## src/rtl/dma_ctrl.sv

```systemverilog
// DMA worker: drains the serial RX FIFO into a RAM message buffer and feeds a RAM transmit buffer to the serial transmitter.
// One RAM access burst per bus grant; the bus is released while a TX byte waits on the transmitter.
module dma_ctrl #(
  parameter logic [7:0] RX_BASE   = 8'h00,
  parameter int         MSG_LEN   = 3,
  parameter logic [7:0] FLAG_ADDR = 8'h03,
  parameter logic [7:0] FLAG_VAL  = 8'hFF,
  parameter logic [7:0] TX_BASE   = 8'h04,
  parameter int         TX_LEN    = 2
) (
  input  logic       Clk,
  input  logic       Rst,
  output logic       DMA_Req,
  input  logic       DMA_Ack,
  input  logic       DMA_Tx_Start,
  output logic       DMA_Ready,
  input  logic [7:0] RX_Data,
  input  logic       RX_Empty,
  output logic       RX_Pop,
  output logic [7:0] TX_Data,
  output logic       TX_Valid,
  input  logic       TX_Ready,
  output logic [7:0] RAM_Addr,
  output logic       RAM_Cs,
  output logic       RAM_Wen,
  output logic       RAM_Oen,
  output logic [7:0] RAM_Dout,
  input  logic [7:0] RAM_Din
);

  localparam logic [2:0] S_IDLE     = 3'd0;
  localparam logic [2:0] S_RX_REQ   = 3'd1;
  localparam logic [2:0] S_RX_WR    = 3'd2;
  localparam logic [2:0] S_RX_FLAG  = 3'd3;
  localparam logic [2:0] S_TX_REQ   = 3'd4;
  localparam logic [2:0] S_TX_RD    = 3'd5;
  localparam logic [2:0] S_TX_LATCH = 3'd6;
  localparam logic [2:0] S_TX_SEND  = 3'd7;

  localparam logic [2:0] RX_LAST = 3'(MSG_LEN - 1);
  localparam logic [2:0] TX_LAST = 3'(TX_LEN - 1);

  logic [2:0] state_q, state_d;
  logic [2:0] rx_cnt_q, rx_cnt_d;
  logic [2:0] tx_cnt_q, tx_cnt_d;
  logic [7:0] tx_byte_q, tx_byte_d;
  logic       tx_pending_q, tx_pending_d;

  assign DMA_Ready = ~tx_pending_q;
  assign TX_Data   = tx_byte_q;

  always_comb begin
    state_d      = state_q;
    rx_cnt_d     = rx_cnt_q;
    tx_cnt_d     = tx_cnt_q;
    tx_byte_d    = tx_byte_q;
    tx_pending_d = tx_pending_q | DMA_Tx_Start;
    DMA_Req      = 1'b0;
    RX_Pop       = 1'b0;
    TX_Valid     = 1'b0;
    RAM_Addr     = 8'h00;
    RAM_Cs       = 1'b0;
    RAM_Wen      = 1'b0;
    RAM_Oen      = 1'b0;
    RAM_Dout     = 8'h00;

    case (state_q)
      S_IDLE: begin
        // A start pulse arriving together with FIFO data still wins over RX.
        if (tx_pending_q || DMA_Tx_Start) state_d = S_TX_REQ;
        else if (!RX_Empty)               state_d = S_RX_REQ;
      end
      S_RX_REQ: begin
        DMA_Req = 1'b1;
        if (DMA_Ack) state_d = S_RX_WR;
      end
      S_RX_WR: begin
        DMA_Req  = 1'b1;
        RAM_Cs   = 1'b1;
        RAM_Wen  = 1'b1;
        RAM_Addr = RX_BASE + {5'b0, rx_cnt_q};
        RAM_Dout = RX_Data;
        RX_Pop   = 1'b1;
        if (rx_cnt_q == RX_LAST) begin
          rx_cnt_d = 3'd0;
          state_d  = S_RX_FLAG;
        end else begin
          rx_cnt_d = rx_cnt_q + 3'd1;
          state_d  = S_IDLE;
        end
      end
      S_RX_FLAG: begin
        DMA_Req  = 1'b1;
        RAM_Cs   = 1'b1;
        RAM_Wen  = 1'b1;
        RAM_Addr = FLAG_ADDR;
        RAM_Dout = FLAG_VAL;
        state_d  = S_IDLE;
      end
      S_TX_REQ: begin
        DMA_Req = 1'b1;
        if (DMA_Ack) state_d = S_TX_RD;
      end
      S_TX_RD: begin
        DMA_Req  = 1'b1;
        RAM_Cs   = 1'b1;
        RAM_Oen  = 1'b1;
        RAM_Addr = TX_BASE + {5'b0, tx_cnt_q};
        state_d  = S_TX_LATCH;
      end
      S_TX_LATCH: begin
        DMA_Req   = 1'b1;
        tx_byte_d = RAM_Din;
        state_d   = S_TX_SEND;
      end
      S_TX_SEND: begin
        TX_Valid = 1'b1;
        if (TX_Ready) begin
          if (tx_cnt_q == TX_LAST) begin
            tx_cnt_d     = 3'd0;
            tx_pending_d = 1'b0;
            state_d      = S_IDLE;
          end else begin
            tx_cnt_d = tx_cnt_q + 3'd1;
            state_d  = S_TX_REQ;
          end
        end
      end
      default: state_d = S_IDLE;
    endcase
  end

  always_ff @(posedge Clk or posedge Rst) begin
    if (Rst) begin
      state_q      <= S_IDLE;
      rx_cnt_q     <= 3'd0;
      tx_cnt_q     <= 3'd0;
      tx_byte_q    <= 8'h00;
      tx_pending_q <= 1'b0;
    end else begin
      state_q      <= state_d;
      rx_cnt_q     <= rx_cnt_d;
      tx_cnt_q     <= tx_cnt_d;
      tx_byte_q    <= tx_byte_d;
      tx_pending_q <= tx_pending_d;
    end
  end

endmodule

```

## config.mk

```make
export PLATFORM = sky130hd
export DESIGN_NAME = dma_ctrl
export DESIGN_NICKNAME = d
export VERILOG_FILES = /design/src/rtl/dma_ctrl.sv
export SDC_FILE = /design/constraint.sdc
export NUM_CORES = 1
export LEC_CHECK = 0
export CAP_MARGIN = 20
export CORE_UTILIZATION = 40
export DETAILED_ROUTE_END_ITERATION = 10
export GPL_TIMING_DRIVEN = 0
export PLACE_DENSITY = 0.79
export SYNTH_ARGS = -nofsm -noshare
export SYNTH_HDL_FRONTEND = slang
export SYNTH_SLANG_ARGS = --single-unit
```

## constraint.sdc

```tcl
create_clock -name Clk -period 3.35 [get_ports Clk]
set_input_delay 0.67 -clock Clk [delete_from_list [all_inputs] [get_ports Clk]]
set_output_delay 0.67 -clock Clk [all_outputs]
set_load 0.03 [all_outputs]
```

=== Word-level counts from Yosys, hierarchy flattened ===
Cells that the tools add are included.

* Bits of input ports: 22
* Register bits: 18
* Logic and storage cells: 51
* Output and inout port bits: 31

* Bitwise gates (word level): 2
* Reduce and logical (&&, ||, !) cells: 7
* Muxes and demuxes: 21
* Equality and inequality tests: 13
* $add $sub $neg: 3

{| class="wikitable"
|+ Operators by type and width
! cell !! number
|-
| 3-bit 2-to-1 mux || 8
|-
| 3-bit one-hot mux with 8 select lines || 1
|-
| 8-bit one-hot mux with 2 select lines || 1
|-
| 3-bit equality test (second input constant) || 4
|-
| 4-bit one-hot mux with 3 select lines || 1
|-
| 3-bit by 2-bit equality test with 1-bit output (second input constant) || 3
|-
| 1-bit 2-to-1 mux || 9
|-
| 3-bit by 1-bit adder with 3-bit output (second input constant) || 2
|-
| 3-bit by 1-bit equality test with 1-bit output (second input constant) || 2
|-
| 2-bit != test (second input constant) || 3
|-
| 6-bit OR reduction || 1
|-
| 3-bit by 3-bit adder with 4-bit output (first input constant) || 1
|-
| 4-bit AND reduction || 1
|-
| 3-bit zero test || 1
|-
| 3-bit != test (second input constant) || 1
|-
| 3-bit OR reduction || 1
|-
| 2-bit 2-to-1 mux || 1
|-
| 2-bit AND reduction || 1
|-
| 2-bit OR reduction || 1
|-
| 1-bit logical OR || 1
|-
| 1-bit NOT || 1
|-
| 1-bit OR || 1
|}

=== Logic depth before layout (Yosys ltp) ===
Gate-level depths: netlist of run 1.

* Depth in word-level cells: 4
* Depth in mapped cells: 7
* Mapped depth without buffers: 6

=== Worst setup path before layout of run 1 ===
OpenSTA, ideal clock, no wires.

* Kind: register to output
* Start point: reg state_q[0]
* End point: out RAM_Addr[0]
* Path slack: 1.112 ns
* Stages on the path, launching flop included: 7
* Buffers on the path: 2
* Data arrival time: 1.568 ns
* Required time: 2.680 ns
* Path through: dfrtp_1 -> inv_1 -> ha_1 -> buf_2 -> buf_2 -> a21oi_1 -> o2bb2ai_1

* Cells in the longest elaborated chain, start to end: 2
* Elaborated cells on any way between the ends: 4
* Those cells by class: eq/ne (3); mux (1)

{| class="wikitable"
|+ Ends and longest elaborated chain
! what !! RTL line !! RTL
|-
| from (decl) || 43 || <nowiki>logic [2:0] state_q, state_d;</nowiki>
|-
| from (signal assigned) || 141 || <nowiki>state_q <= state_d;</nowiki>
|-
| 3-bit equality test or 3-bit by 2-bit equality test with 1-bit output (tied branches) || 67 || <nowiki>case (state_q)</nowiki>
|-
| 4-bit one-hot mux with 3 select lines (*) || 67 ||
|-
| to (decl) || 23 || <nowiki>output logic [7:0] RAM_Addr,</nowiki>
|}

Every way passes the cells marked *; elsewhere a longest branch is shown, timed or not.

=== Final worst setup path of run 1 ===
Same ends and word-level chain as after synthesis.

==> flow_results.org, run 1 <==
** Setup path
- Critical path startpoint category :: register
- Data arrival time of the worst path :: between 2000 and 2500 ps
- The worst register-to-register path ends at state_q[0].
- Walking the worst path, the cells encountered are inv_1, ha_1, buf_2, buf_2, a21oi_1, o2bb2ai_1, clkdlybuf4s50_1.
- Counting stages on the worst path, the most repeated cell is sky130_fd_sc_hd__buf_2.
- Cell depth of the worst flop-to-flop path :: 6
- Path type of the worst setup path :: register to output pin
- The worst register-to-register path begins at state_q[1].
- In this run the worst path has a maximum fanout of 10.
- Max incr delay on CP :: 690 ps
- For the worst setup path, the data required time is roughly 2700 ps.
- Setup slack on the worst reg-to-reg path comes out at around 1800 ps.
- STA classifies the critical path endpoint as an output pin.
- The largest individual stage delay along the critical path comes from the cell sky130_fd_sc_hd__clkdlybuf4s50_1.

** Place
- Worst slack after detailed placement :: around 620 ps
- Once detailed placement completed, the half-perimeter wirelength came to between 2000 and 2500 um.
- Cell Count Post-Placement :: approximately 200
- The count of buffers added on input and output ports is between 40 and 50.
- GP Congestion :: between 0.8 and 0.9

** Min path
- Along the worst hold path, the cell count comes to 1.
- Hold WC Path Type :: register to register
- In this run the most critical hold path is launched from TX_Data[4].
- The path with the worst hold slack has its endpoint at TX_Data[4].

** Route
- Avg Vias per Cell :: around 5
- First-iteration detailed-routing DRC count :: 15
- The routed design has 2680 um of wire.
- Router iterations before antenna repair :: 4
- DR vias :: 1,015
- For this run, design rule violations remaining after detail routing come to 0.
- Average routed wire per standard cell :: ~13 um
- Once detail routing completed, the nets flagged for antenna violations numbered 0.

** GRT
- Entering global routing, the biggest net connects 19 pins.
- Combined global-route utilization of all metal layers :: around a fifth
- Vias in the first global route :: about 980
- Global routing finished with a remaining overflow of 0.
- The initial antenna violation count is 0.
- The first global-routing pass estimated ~4400 um of wire.

** Final layout
- Of the cells placed in the final design, the portion with a size suffix greater than 1 is a little over an eighth.
- Multi-input gate area :: 566 sq um
- Sequential cell area in the final layout :: between 400 and 500 sq um
- Final core utilization :: 65.4%
- Once layout is complete, the cells apart from fillers number just over 200.
- Number of filler instances in the final layout :: approximately 220
- P&R area growth vs syn :: 51.4%
- At the end of the flow, the number of nets in the layout was 200.
- Number of antenna diodes :: 0

** Timing
- Hold is met by slightly above 500 ps.
- Worst-margin pin slew :: about 680 ps
- Max Slew Vio Count :: 0
- Dividing the final minimum period by the clock period gives around 91%.
- Based on the critical path, the design can be clocked at up to between 0.3 and 0.4 GHz.
- Clock tree skew after final layout :: 2.99 ps
- The worst path in the final design needs a cycle of between 3000 and 4000 ps, including I/O delays and setup.
- Slew headroom :: 54.9%
- Unrepaired setup endpoints after global routing :: false
- The total count of hold-check failures in the final report is 0.
- Adding up every negative setup slack in the final design gives 0 ps.
- Post-route worst setup slack :: about 290 ps
- Final-report setup violation count :: 0

** Power
- Internal portion of total power :: about 840 uW
- Net switching fraction of the power :: about 48%
- Portion of total power attributed to sequential cells :: between 20% and 30%
- For this design the static power due to leakage is 0.000714 uW.
- Across the VDD grid, the largest voltage drop is slightly above 0.6 mV.
- Combinational logic burns between 60 and 70% of the power.
- Net switching power figure :: about 770 uW
- In this run, the clock network consumes ~8.5% of the power.
- Cell area power density :: around 970 nW/um^2

** Synth
- In this run the mean area of a mapped cell was 9.32 sq um.
- Sequential elements use 41.0% of the synthesized area.
- Top_reg_cell synth :: sky130_fd_sc_hd__dfrtp_1
- Share of flip-flops with an asynchronous set or reset after synthesis :: between 90% and 100%
- Summed instance area of the synthesized netlist :: between 1000 and 1500 sq um
- Synthesis instantiated 35 different standard cells from the library.
- Sorting the synthesized cells by area gives the leading types as sky130_fd_sc_hd__dfrtp_1 41%, sky130_fd_sc_hd__mux2_1 8.2%, sky130_fd_sc_hd__a21oi_1 5.0%.
- Cells after Synth :: 118
- The largest total area in the synthesized netlist belongs to sky130_fd_sc_hd__dfrtp_1.
- Synthesis inferred 18 register bits.
- During synthesis, Yosys emitted a total of 0 warnings.
- Count of flip-flops with a built-in enable after synthesis :: 0
- Share of the synthesized area in the top cell type :: roughly two fifths

** Floorplan
- Area of the die :: approximately 3000 sq um
- # rows :: 18
- Area of the core region :: roughly 2500 sq um
- Num ports :: between 50 and 60
- Measured along the x axis, the die boundary spans 54.4 um.
- Height of the die :: roughly 54 um
- The initial utilization of the core area, before any placement, comes to a little over two fifths.

** CTS
- CTS-repair resized insts :: 0
- Clock latency of the later-clocked register in the worst-skew pair :: 300 ps
- CTS clock-pin slew for the worst setup and hold paths :: 110 ps
- In this run the post-CTS setup repair buffer count came out at 0.
- Buffer depth of the longest clock path :: 2
- In this run the number of H-tree levels came out at 1.
- TritonCTS clock tree :: done
- Num Clock Sinks :: 18
- CTS buffer count :: 3
- In this run, post-CTS hold repair placed 0 buffers.
- Root Buffer :: sky130_fd_sc_hd__clkbuf_4

** Status
- Result of the run :: complete, no violations

** Run
- Max-capacitance violation count :: 0
-- stage by stage --
stage	power [uW]	cell area (sq um)
final	1610	1670
after global routing	1720	1670
after CTS	1630	1670
after detailed placement	1480	1630
after global placement	1450	1630
after floorplan	1090	1110
-- power groups by stage --
stage          sequential, uW  clock, uW  combinational [uW]
6_report                  379        138                1100
5_1_grt                   391        151                1180
4_1_cts                   380        143                1100
3_5_place_dp              384          0                1100
3_3_place_gp              376          0                1080
2_1_floorplan             471          0                 620
-- cells in the final DEF (no fill, tap or decap), drive strengths merged, types with 5 or more instances in the layout --
cell	netlist	routed
clkdlybuf4s50	0	48
dfrtp	18	18
nor2	13	13
a21oi	11	11
nand2	10	10
inv	9	9
buf	9	9
mux2	8	8
o21ai	8	8
clkbuf	1	5
-- flip-flops by register name, indices dropped and copies added, names as in the netlist --
register,flops
tx_pending_q,1
rx_cnt_q,3
tx_cnt_q,3
state_q,3
TX_Data,8
-- layer usage --
| layer | track usage, % | share of wire [%] | vias up |
|---|---|---|---|
| met2 | 34.3 | 50 | 29 |
| met4 | 5.13 | 0.37 | 0 |
| li1 | - | - | 500 |
| met5 | 0 | 0 | - |
| met1 | 25.9 | 45 | 483 |
| met3 | 6.11 | 4.7 | 3 |
-- critical path, delay by kind of cell, from the launching register on --
family | cells | cell delay (ps)
compound gates | 2 | 270
fa+ha+maj | 1 | 140
buf+inv | 4 | 1260
flops | 1 | 420
-- cells in the mapped netlist, types with 2 or more instances --
| cell type | count |
|---|---|
| sky130_fd_sc_hd__nand2_1 | 9 |
| sky130_fd_sc_hd__a211oi_1 | 2 |
| sky130_fd_sc_hd__buf_2 | 4 |
| sky130_fd_sc_hd__mux2i_1 | 3 |
| sky130_fd_sc_hd__inv_1 | 6 |
| sky130_fd_sc_hd__o21ai_1 | 7 |
| sky130_fd_sc_hd__nand3_1 | 2 |
| sky130_fd_sc_hd__dfrtp_1 | 18 |
| sky130_fd_sc_hd__buf_4 | 5 |
| sky130_fd_sc_hd__mux2_1 | 8 |
| sky130_fd_sc_hd__nor2_1 | 12 |
| sky130_fd_sc_hd__xnor2_1 | 3 |
| sky130_fd_sc_hd__a21oi_1 | 11 |
| sky130_fd_sc_hd__ha_1 | 4 |
| sky130_fd_sc_hd__inv_2 | 3 |
| sky130_fd_sc_hd__nor3_1 | 2 |
-- cell type report --
class | count | share of cell area, %
well taps | 30 | 2.25
multi-input cells | 84 | 34.0
clock buffers | 4 | 2.18
plain buffers | 10 | 3.68
flip-flops and latches | 18 | 27.0
inverters | 9 | 2.03
repair buffers | 48 | 28.9
-- kinds of logic (layout without fill, tap and decap cells) --
| kind of cell | after synthesis | count (layout) | share of synthesized area (%) |
|---|---|---|---|
| multiplexers | 11 | 11 | 10.9 |
| XOR/XNOR | 3 | 3 | 2.39 |
| buffers and inverters | 19 | 71 | 8.65 |
| AND/OR/NAND/NOR | 34 | 34 | 16.3 |
| other | 1 | 4 | 0.341 |
| AO/OA/AOI/OAI | 28 | 28 | 15.9 |
| adder cells (fa/ha/maj) | 4 | 4 | 4.55 |
| flip-flops | 18 | 18 | 41.0 |
-- how the worst max path moves through the flow --
| stage | start | to | slack [ps] | cells past startpoint |
|---|---|---|---|---|
| final | state_q[0] | RAM_Addr[0] | 290 | 7 |
| after global routing | state_q[0] | RAM_Addr[0] | 130 | 7 |
| after CTS | state_q[0] | RAM_Addr[0] | 260 | 7 |
| after detailed placement | state_q[0] | RAM_Addr[0] | 620 | 7 |
| after global placement | state_q[0] | RAM_Addr[0] | 680 | 7 |
| after floorplan | state_q[0] | RAM_Addr[0] | 1110 | 6 |
Power figures use the tool's default switching activity.
==> run 2, diff against run 1 <==
--- a/config.mk
+++ b/config.mk
@@ -5,7 +5,6 @@
 export SDC_FILE = /design/constraint.sdc
 export NUM_CORES = 1
 export LEC_CHECK = 0
-export CAP_MARGIN = 20
 export CORE_UTILIZATION = 40
 export DETAILED_ROUTE_END_ITERATION = 10
 export GPL_TIMING_DRIVEN = 0
==> results of run 2 <==
The final DEF is identical to that of run 1; final timing and power are the same.
==> run 3, diff against run 2 <==
--- a/config.mk
+++ b/config.mk
@@ -9,6 +9,7 @@
 export DETAILED_ROUTE_END_ITERATION = 10
 export GPL_TIMING_DRIVEN = 0
 export PLACE_DENSITY = 0.79
+export SLEW_MARGIN = 40
 export SYNTH_ARGS = -nofsm -noshare
 export SYNTH_HDL_FRONTEND = slang
 export SYNTH_SLANG_ARGS = --single-unit
==> results of run 3 <==
The final DEF is identical to that of run 1; final timing and power are the same.
==> RTL change, RTL diff (flow settings as in run 1) <==
Make the reset (`Rst`) synchronous in one clocked block.
--- a/src/rtl/dma_ctrl.sv
+++ b/src/rtl/dma_ctrl.sv
@@ -131,5 +131,5 @@
   end
 
-  always_ff @(posedge Clk or posedge Rst) begin
+  always_ff @(posedge Clk) begin
     if (Rst) begin
       state_q      <= S_IDLE;
Check against the original RTL: differs if Rst is asserted again (counterexample within 4 cycles, from zero or initial values and one cycle with Rst high); with Rst held inactive, the same outputs for 10 cycles.
==> RTL change against run 1 <==
Area after synthesis down 10%; critical path type unchanged; routed wire length down 8.9%; critical endpoint unchanged; final cell count up 4.9%; hold slack better by 3.9 ps; register-to-register slack better by 270 ps; setup slack better by 170 ps; sequential cell count unchanged; design area down 7.4%; highest routed layer unchanged; synthesized cell count up 11%; non-clock buffer count unchanged.
Power is not compared: it rests on default switching activity, and its combinational part moved more than twofold at a synthesized area within 25%.
==> RTL change: results <==
{
  "synth-edff-count": 0,
  "gp_congestion": 0.829,
  "via_count": 1038,
  "r2r-end": "state_q[0]",
  "synth_common_cells": "nor2_1 (37), dfxtp_1 (18), mux2i_1 (10), inv_1 (9), o21ai_0 (6)",
  "cp_slowest_stage_delay_ps": 710,
  "seq_area_frac_synth": 0.364,
  "num-nets-final": 208,
  "p_leak_nw": 0.645,
  "largest_reg_flops": 8,
  "grt_pass1_wl_microns": 4140,
  "diodes": 0,
  "clock_skew_ps": 9.37,
  "wl_per_cell_microns": 11.4,
  "dp_slack_ps": 727,
  "htree_levels": 1,
  "drive_above_1_share": 0.0757,
  "r2r_slack_ps": 2050,
  "drt_iter0_markers": 22,
  "cts_setup_buffers": 0,
  "min_path_cells": 2,
  "async_flop_share": 0,
  "hp-start": "TX_Data[1]",
  "hold_ws_ps": 508,
  "dpl.hpwl_microns": 1910,
  "grt_usage": 0.204,
  "cp.arrival_ps": 2220,
  "r2r_start": "state_q[2]",
  "n_fill_cell": 206,
  "status": "complete, no violations",
  "port_buffers": 47,
  "whs_endpoint": "TX_Data[1]",
  "synth_area_leaders": "dfxtp_1 (36%), nor2_1 (14%), mux2i_1 (10%)",
  "ys.flop_type": "dfxtp_1",
  "ys_types": 32,
  "ys_warn_count": 0,
  "dr.pass1.iters": 4,
  "grt_max_degree": 11,
  "ff2ff_path_depth": 5,
  "clk_pin_slew_ps": 110,
  "grt_pass1_vias": 969
}
## RTL change: cell types whose count changed after synthesis, moves of 4 or more
cell     delta
a21oi_1     -6
dfrtp_1    -18
dfxtp_1    +18
ha_1        -4
mux2_1      -8
mux2i_1     +7
nand2_1     -4
nor2_1     +25
o21ai_0     +5
o21ai_1     -7
## RTL change: metrics by stage
step / utilization / std cells / power [mW] / instance area [sq um]
2_1_floorplan: - / 134 / 0.528 / 1000
3_3_place_gp: 0.662 / 209 / 0.658 / 1510
3_5_place_dp: 0.662 / 209 / 0.667 / 1510
4_1_cts: 0.678 / 213 / 0.804 / 1540
5_1_grt: 0.678 / 213 / 0.854 / 1540
6_report: 0.678 / 213 / 0.801 / 1540
## RTL change: kinds of logic (layout without fill, tap and decap cells)
logic type      count (synthesis)  in the layout  synth area share
compound gates                 17             17             0.102
mux                            10             10             0.101
other cells                     1              4           0.00379
xor+xnor                        3              3            0.0266
buf+inv                        20             71             0.104
flops                          18             18             0.364
simple gates                   62             62             0.298
## RTL change: worst max-delay path by stage
stage	start	to	slack, ps	depth (start not counted)
after floorplan	state_q[0]	RAM_Addr[0]	1160	4
after global placement	RX_Data[2]	RAM_Dout[2]	750	4
after detailed placement	RX_Data[4]	RAM_Dout[4]	730	4
after CTS	state_q[0]	RAM_Addr[0]	470	5
after global routing	state_q[0]	RAM_Addr[0]	310	5
final	state_q[0]	RAM_Addr[0]	460	5
## RTL change: final cells by class
cell class              instances  area share
inverters                       9      0.0219
flip-flops and latches         18       0.234
repair buffers                 47       0.305
well taps                      28      0.0227
clock buffers                   4      0.0235
multi-input cells              96       0.349
plain buffers                  11      0.0446
## RTL change: report_power, final
part	internal [mW]	switching, mW	total (mW)	leakage (nW)
logic	0.171	0.240	0.411	0.478
registers	0.233	0.0195	0.253	0.146
clock network	0.0662	0.0713	0.138	0.0210
total	0.471	0.330	0.801	0.645
## RTL change: layer usage
layer | wire length [microns] | part of all wire | GRT usage
met1 | 1080 | 0.44 | 0.251
met2 | 1200 | 0.49 | 0.346
met3 | 139 | 0.057 | 0.0731
met4 | 14 | 0.0057 | 0.0270
met5 | 0 | 0 | 0
## RTL change: worst reg2reg max path, delay by kind of cell (launching register included)
kind | cells | cell delay [ps]
buffers and inverters | 1 | 190
and+or+nand+nor | 1 | 250
AOI/OAI and AO/OA | 2 | 310
DFF | 1 | 360
muxes | 1 | 90
